<file path="src/rtl/regfile_mp.sv">
// Multi-port register file: two prioritised write ports, two combinational read
// ports with optional bypass, optional hardwired zero register and busy scoreboard.
module regfile_mp #(
    parameter int DATA_W   = 8,
    parameter int ADDR_W   = 2,
    parameter int ZERO_REG = 0,
    parameter int BYPASS   = 1
) (
    input  logic                     clk,
    input  logic                     rst_n,
    input  logic        [ADDR_W-1:0] ra,
    input  logic        [ADDR_W-1:0] rb,
    output logic signed [DATA_W-1:0] rd_a_data,
    output logic signed [DATA_W-1:0] rd_b_data,
    input  logic                     wr0_en,
    input  logic        [ADDR_W-1:0] wr0_addr,
    input  logic signed [DATA_W-1:0] wr0_data,
    input  logic                     wr1_en,
    input  logic        [ADDR_W-1:0] wr1_addr,
    input  logic signed [DATA_W-1:0] wr1_data,
    input  logic                     rsv_en,
    input  logic        [ADDR_W-1:0] rsv_addr,
    output logic                     rsv_ack,
    output logic                     busy_a,
    output logic                     busy_b,
    input  logic                     flush,
    output logic                     wr_collision
);

    localparam int DEPTH = 2 ** ADDR_W;

    logic [DATA_W-1:0] regFile_q [DEPTH];
    logic [DATA_W-1:0] regFile_d [DEPTH];
    logic [DEPTH-1:0]  busy_q, busy_d;
    logic              wrCollision_q, wrCollision_d;

    logic wr0Commit, wr1Commit, rsvCommit;
    logic wr0ZeroHit, wr1ZeroHit, rsvZeroHit, raZeroHit, rbZeroHit;
    logic sameWrAddr;
    logic hitA, hitB;

    assign wr0ZeroHit = (ZERO_REG != 0) && (wr0_addr == '0);
    assign wr1ZeroHit = (ZERO_REG != 0) && (wr1_addr == '0);
    assign rsvZeroHit = (ZERO_REG != 0) && (rsv_addr == '0);
    assign raZeroHit  = (ZERO_REG != 0) && (ra == '0);
    assign rbZeroHit  = (ZERO_REG != 0) && (rb == '0);

    // Port 1 loses a same-address race; the zero register swallows all writes.
    assign sameWrAddr = wr0_en && wr1_en && (wr0_addr == wr1_addr);
    assign wr0Commit  = wr0_en && !wr0ZeroHit;
    assign wr1Commit  = wr1_en && !sameWrAddr && !wr1ZeroHit;

    assign rsv_ack   = rsv_en && !busy_q[rsv_addr] && !flush;
    assign rsvCommit = rsv_ack && !rsvZeroHit;

    assign hitA   = (wr0_en && (wr0_addr == ra)) || (wr1_en && (wr1_addr == ra));
    assign hitB   = (wr0_en && (wr0_addr == rb)) || (wr1_en && (wr1_addr == rb));
    assign busy_a = busy_q[ra] && !hitA;
    assign busy_b = busy_q[rb] && !hitB;

    assign wr_collision = wrCollision_q;

    always_comb begin
        regFile_d = regFile_q;
        if (wr1Commit) regFile_d[wr1_addr] = wr1_data;
        if (wr0Commit) regFile_d[wr0_addr] = wr0_data;
    end

    // Flush overrides everything; an accepted reserve overrides a same-cycle write clear.
    always_comb begin
        busy_d = busy_q;
        if (wr0_en) busy_d[wr0_addr] = 1'b0;
        if (wr1_en) busy_d[wr1_addr] = 1'b0;
        if (rsvCommit) busy_d[rsv_addr] = 1'b1;
        if (flush) busy_d = '0;
    end

    assign wrCollision_d = sameWrAddr;

    always_comb begin
        rd_a_data = regFile_q[ra];
        if (raZeroHit) begin
            rd_a_data = '0;
        end else if ((BYPASS != 0) && wr0_en && (wr0_addr == ra)) begin
            rd_a_data = wr0_data;
        end else if ((BYPASS != 0) && wr1_en && (wr1_addr == ra)) begin
            rd_a_data = wr1_data;
        end
    end

    always_comb begin
        rd_b_data = regFile_q[rb];
        if (rbZeroHit) begin
            rd_b_data = '0;
        end else if ((BYPASS != 0) && wr0_en && (wr0_addr == rb)) begin
            rd_b_data = wr0_data;
        end else if ((BYPASS != 0) && wr1_en && (wr1_addr == rb)) begin
            rd_b_data = wr1_data;
        end
    end

    always_ff @(posedge clk or negedge rst_n) begin
        if (!rst_n) begin
            regFile_q     <= '{default: '0};
            busy_q        <= '0;
            wrCollision_q <= 1'b0;
        end else begin
            regFile_q     <= regFile_d;
            busy_q        <= busy_d;
            wrCollision_q <= wrCollision_d;
        end
    end

endmodule

</file>
<file path="config.mk">
export PLATFORM = sky130hd
export DESIGN_NAME = regfile_mp
export DESIGN_NICKNAME = d
export VERILOG_FILES = /design/src/rtl/regfile_mp.sv
export SDC_FILE = /design/constraint.sdc
export NUM_CORES = 1
export LEC_CHECK = 0
export CAP_MARGIN = 5
export CORE_MARGIN = 2
export CORE_UTILIZATION = 54
export DETAILED_ROUTE_END_ITERATION = 12
export GPL_ROUTABILITY_DRIVEN = 0
export GPL_TIMING_DRIVEN = 1
export PLACE_DENSITY = 0.81
export RECOVER_POWER = 25
export SYNTH_ARGS = -nofsm -noshare
export SYNTH_HDL_FRONTEND = slang
export SYNTH_SLANG_ARGS = --single-unit
</file>
<file path="constraint.sdc">
create_clock -name clk -period 1.5 [get_ports clk]
set_input_delay 0.15 -clock clk [delete_from_list [all_inputs] [get_ports clk]]
set_output_delay 0.15 -clock clk [all_outputs]
set_load 0.005 [all_outputs]
</file>
==> impl_metrics.json, run 1 <==
{
  "status": "finished with violations",
  "violations": "negative setup slack",
  "cp_cell_sequence": "buf_6, mux4_2, o31ai_2, a31oi_1, buf_2",
  "fin_setup_tns_ns": -4.413,
  "ys_types": 35,
  "clock_path_buffers": 2,
  "cts_made_buffers": 5,
  "seqPwrFrac_pct": 35.3,
  "finalSetupViolCount": 19,
  "synth.ff_latch_count": 37,
  "reg2reg_slack_ns": 0.22,
  "hold_path_end": "wr_collision",
  "final_common_cell": "buf_4",
  "num_vias": 3837,
  "hold_viol_final": 0,
  "slowest_delay_ns": 0.50,
  "rsz0062_at_grt": "true",
  "holdPathStages": 5,
  "core_area_sq_um": 5574,
  "max_freq_mhz": 548.6,
  "power_mw": 3.835,
  "drv_cap": 0,
  "power_density_nw_per_um2": 865.7,
  "synth_area_sq_um": 3137,
  "die-area_sq_um": 6434,
  "crit_slowest_cell": "mux4_2",
  "post-route-period-util_pct": 121.5,
  "wl_mm": 13.00,
  "first_pass_iters": 7,
  "grtUsageTotal_pct": 40.20,
  "p_leak_nw": 1.747,
  "die_h_um": 80.22,
  "worstMarginPinSlew_ns": 0.9350,
  "cts-root-buf": "clkbuf_8",
  "drive_gt1_share_pct": 36.05,
  "drtIter0Drc": 709,
  "relSlewSlack_pct": 37.66,
  "r2r-end": "busy_q[0]",
  "setup_slack_ns": -0.3227,
  "p_sw_share_pct": 35.43,
  "portBuffers": 51,
  "synth_ff_type": "dfrtp_1",
  "final_antenna_net_count": 0,
  "holdCritPathClass": "primary input to flop",
  "n_antenna_cell": 0,
  "num_rows": 27,
  "p_sw_mw": 1.359,
  "die_w_um": 80.22,
  "path_buf_inv": 2,
  "synth_warnings": 0,
  "hpwlAfterDp_mm": 7.837,
  "fin_skew_ns": 0,
  "p_comb_share_pct": 42.9,
  "grt_first_pass_wirelength_mm": 19.55,
  "cp-start-kind": "flop",
  "synth_edf_count": 0,
  "crit_fanout": 2,
  "critPathTopFamily": "multiplexers",
  "critPathCaptureType": "output port",
  "yosysSeqAreaShare_pct": 29.52,
  "required_ns": 1.35,
  "layout_common_cells": "61 x buf_4, 47 x a31oi_1, 37 x dfrtp_1",
  "period_minus_slack_ns": 1.823,
  "clkTransAtPathRegs_ns": 0.07,
  "clock_power_share_pct": 21.8,
  "clock-sinks": 37,
  "clk_latency_ns": 0.29,
  "first_global_vias": 3683,
  "h-tree-depth": 2,
  "p_int_mw": 2.476,
  "antenna_found_initial": 0,
  "vias_per_cell": 7.480,
  "drc": 0,
  "min_from": "wr0_en",
  "r2r_cells": 3,
  "max-vdd-ir-drop_v": 0.0006279,
  "arrival_ns": 1.67,
  "syn_nets": 360,
  "io_pins": 52,
  "slew_violations": 0,
  "start_util_pct": 56.27,
  "cts_tree": "built",
  "grt_max_degree": 38,
  "grt-ovfl-total": 0,
  "syn_area_per_cell_sq_um": 9.563,
  "async_flop_share_pct": 100.0,
  "wire_per_inst_um": 25.34,
  "area_growth_pct": 41.24,
  "synth_cells": 328,
  "r2r_start": "busy_q[0]",
  "fin_nets": 473,
  "critPathKind": "flop to output port"
}
-- routing by layer --
metal | global-route usage (%) | wire length, um
met5 | 0 | 0
met2 | 64.58 | 5919
met4 | 18.98 | 758
met3 | 12.92 | 1906
met1 | 49.04 | 4416
-- kinds of logic (layout without fill, tap and decap cells) --
family                    count (synthesis)  count (layout)  synth area share [%]
AOI/OAI and AO/OA                       102             102                 20.38
and+or+nand+nor                         122             124                 21.74
buffers and inverters                    34             145                 7.220
muxes                                    19              19                 14.00
xor gates and xnor gates                 14              14                 7.140
DFF                                      37              37                 29.52
-- cell type report --
type	count	area [sq um]
Fill cell	313	1144
Clock buffer	5	68.82
Multi-Input combinational cell	259	2116
Inverter	3	11.26
Sequential cell	37	925.9
Clock inverter	2	35.03
Tap cell	72	90.09
Timing Repair Buffer	135	1184
-- synth_stat cells (3+ instances only) --
cell      count  area [sq um]
mux4_1        3         78.83
buf_2         9         45.04
o21ai_1       4         20.02
clkbuf_1      9         33.78
nor2_1       33         123.9
and3b_1       4         35.03
nand4b_1      4         35.03
a31oi_1      47         294.0
mux4_2       16         360.4
xor2_2        4         65.06
nand3b_1      5         37.54
o21ai_0      28         140.1
nor4_1       17         106.4
nand3_1      34         170.2
nand4_1      16         100.1
buf_6         9         101.4
xor2_1        3         26.28
dfrtp_1      37         925.9
o31ai_1      18         135.1
xor2_4        3         82.58
-- tightest hold or removal path: cells and delay by family --
family,cells,cell delay [ns]
buffers and inverters,4,0.63
and+or+nand+nor,1,0.04
-- how the worst max path moves through the flow --
stage          depth (start not counted)         start            to  slack [ns]
6_report                               5  regFile_q[0]  rd_a_data[0]       -0.32
5_1_grt                                5  regFile_q[0]  rd_a_data[0]       -0.35
4_1_cts                                5  regFile_q[4]  rd_a_data[4]       -0.28
3_5_place_dp                           7         rb[0]  rd_b_data[0]       -0.86
3_3_place_gp                           5   wr0_addr[1]  rd_b_data[3]       -0.79
2_1_floorplan                          5   wr0_addr[0]  rd_b_data[3]        0.24
-- through the flow --
step,hold slack (ns),cell area (sq um),instances,worst slack (ns),util [%]
final,0.5618,4431,513,-0.3227,79.48
after global routing,0.5790,4431,513,-0.3474,79.48
after CTS,0.4440,4388,511,-0.2826,78.72
after detailed placement,0.2198,4045,477,-0.8633,72.57
after global placement,0.2216,4045,477,-0.7932,72.57
after floorplan,-0.1456,3137,328,0.2370,-
-- power by group through the flow --
stage | Sequential (mW) | Combinational [mW] | Clock [mW]
2_1_floorplan | 1.25 | 0.781 | 0
3_3_place_gp | 1.31 | 1.36 | 0
3_5_place_dp | 1.33 | 1.41 | 0
4_1_cts | 1.30 | 1.49 | 0.839
5_1_grt | 1.35 | 1.72 | 0.888
6_report | 1.36 | 1.65 | 0.835
-- state kept, by name, indices dropped and copies added (netlist names) --
signal	count
regFile_q	32
busy_q	4
wr_collision	1
-- repair_timing --
item,in CTS,in global routing
setup buffers,24,2
gates cloned,2,0
hold buffers,1,0
gates resized for setup,114,16
pin swaps,29,15
endpoints found under the hold margin,37,0
endpoints found under the setup margin,30,24
Note: power is estimated with default switching activity, not from simulation.
==> run 2: changes to the inputs <==
--- a/config.mk
+++ b/config.mk
@@ -6,12 +6,12 @@
 export NUM_CORES = 1
 export LEC_CHECK = 0
 export CAP_MARGIN = 5
-export CORE_MARGIN = 2
+export CORE_MARGIN = 1
 export CORE_UTILIZATION = 54
 export DETAILED_ROUTE_END_ITERATION = 12
 export GPL_ROUTABILITY_DRIVEN = 0
 export GPL_TIMING_DRIVEN = 1
-export PLACE_DENSITY = 0.81
+export PLACE_DENSITY = 0.86
 export RECOVER_POWER = 25
 export SYNTH_ARGS = -nofsm -noshare
 export SYNTH_HDL_FRONTEND = slang
==> impl_metrics.json, run 2 (synthesized netlist as in run 1, its figures left out) <==
{
  "largest_reg_flops": 32,
  "wl_mm": 16.41,
  "clock-sinks": 37,
  "cts_tree": "built",
  "vias_per_cell": 8.440,
  "stdcell_area_sq_um": 4618,
  "die_w_um": 78.22,
  "violations": "design-rule violations, negative setup slack",
  "post-route-period-util_pct": 130.3,
  "critPathKind": "flop to output port",
  "clkTransAtPathRegs_ns": 0.07,
  "power_mw": 4.175,
  "reg2reg_slack_ns": 0.30,
  "max-vdd-ir-drop_v": 0.0007725,
  "drtIter0Drc": 1136,
  "cp-start-kind": "flop",
  "drive_gt1_share_pct": 39.42,
  "crit_start": "regFile_q[3]",
  "hpwlAfterDp_mm": 7.983,
  "relSlewSlack_pct": 38.95,
  "critPathCaptureType": "output port",
  "portBuffers": 51,
  "first_global_vias": 4162,
  "grtUsageTotal_pct": 52.34,
  "core_area_sq_um": 5540,
  "setup_slack_ns": -0.4551,
  "dpl_cell_area_sq_um": 4058,
  "required_ns": 1.35,
  "timing.critical_path.to": "rd_b_data[3]",
  "status": "finished with violations",
  "clock_path_buffers": 2,
  "cts-root-buf": "clkbuf_8",
  "p_leak_nw": 1.825,
  "fin_skew_ns": 0,
  "n_antenna_cell": 0,
  "num_vias": 4397,
  "final_antenna_net_count": 0,
  "r2r-end": "busy_q[0]",
  "fin_nets": 480,
  "r2r_start": "busy_q[0]",
  "finalSetupViolCount": 29,
  "area_growth_pct": 47.23,
  "final_common_cell": "buf_4",
  "r2r_cells": 3,
  "num_rows": 27,
  "regMostFlops": "regFile_q",
  "drc": 8,
  "first_pass_iters": 13,
  "rsz0062_at_grt": "true",
  "fin_setup_tns_ns": -6.589,
  "worstMarginPinSlew_ns": 0.9158,
  "wire_per_inst_um": 31.49,
  "hold_slack_ns": 0.4865,
  "cts_made_buffers": 5,
  "arrival_ns": 1.81,
  "period_minus_slack_ns": 1.955,
  "die-area_sq_um": 6118,
  "drv_cap": 0,
  "antenna_found_initial": 0,
  "holdCritPathClass": "primary input to asynchronous set/reset pin",
  "grt_first_pass_wirelength_mm": 23.60,
  "start_util_pct": 56.62,
  "crit_fanout": 3,
  "clk_latency_ns": 0.33,
  "grt_max_degree": 26,
  "die_h_um": 78.22,
  "layout_common_cells": "70 x buf_4, 46 x a31oi_1, 37 x dfrtp_1",
  "h-tree-depth": 2,
  "io_pins": 52,
  "max_freq_mhz": 511.5,
  "hold_viol_final": 0,
  "grt-ovfl-total": 0,
  "power_density_nw_per_um2": 904.1,
  "slew_violations": 0
}
[run 2: cell count changes in the layout (fill, tap and decap cells not counted), sizes merged]
cell and change:
bufbuf +1, clkdlybuf4s15 -2, clkbuf -1, xor2 +2, buf +9, clkinvlp +1
or3 -2
[run 2: how the worst min path moves through the flow]
stage          slack, ns   from  cells past startpoint            end
2_1_floorplan      -0.15  rst_n                      0      busy_q[0]
3_3_place_gp        0.09  rst_n                      1  regFile_q[15]
3_5_place_dp        0.10  rst_n                      1  regFile_q[15]
4_1_cts             0.32  rst_n                      2  regFile_q[10]
5_1_grt             0.57  rst_n                      2  regFile_q[10]
6_report            0.49  rst_n                      2  regFile_q[15]
[run 2: report_power, final]
part           switching [mW]  total (mW)  internal, mW
Combinational           0.982        1.86         0.874
Sequential              0.217        1.38          1.16
Clock                   0.441       0.940         0.499
Total                    1.64        4.18          2.54
[run 2: layout make-up]
cell class | instances | area, sq um
clock buffer | 5 | 68.82
clock inverter | 3 | 46.29
fill | 237 | 922.1
inverter | 3 | 11.26
multi-input combinational | 259 | 2202
sequential | 37 | 925.9
tap | 72 | 90.09
timing repair buffer | 142 | 1274
[run 2: what timing repair did]
action,in CTS,in global routing
buffers inserted,27,5
cloned,3,0
hold buffers,1,0
hold endpoints to repair,15,0
endpoints found under the setup margin,30,28
pin swaps,25,11
resized for setup,119,26
[run 2: layer usage]
layer	vias to the layer above	part of all wire, %	wire [um]	track usage (%)
li1	1563	-	-	-
met5	-	0.079	13	21.82
met3	291	18	2941	28.02
met1	1918	31	5025	58.12
met4	2	12	1997	38.89
met2	623	39	6427	73.42
[run 2: stage by stage]
| stage | std cells | util, % | setup WS [ns] |
|---|---|---|---|
| floorplan | 328 | - | 0.2370 |
| global placement | 477 | 73.24 | -0.7925 |
| detailed placement | 477 | 73.24 | -0.9150 |
| CTS | 516 | 81.71 | -0.1898 |
| global route | 521 | 83.36 | -0.4298 |
| finish | 521 | 83.36 | -0.4551 |
[run 2: critical path, cell delays in order (launching register included)]
cell and delay, ns:
dfrtp_1 0.49, mux4_2 0.52, o31ai_1 0.11, a31oi_1 0.18, buf_2 0.19
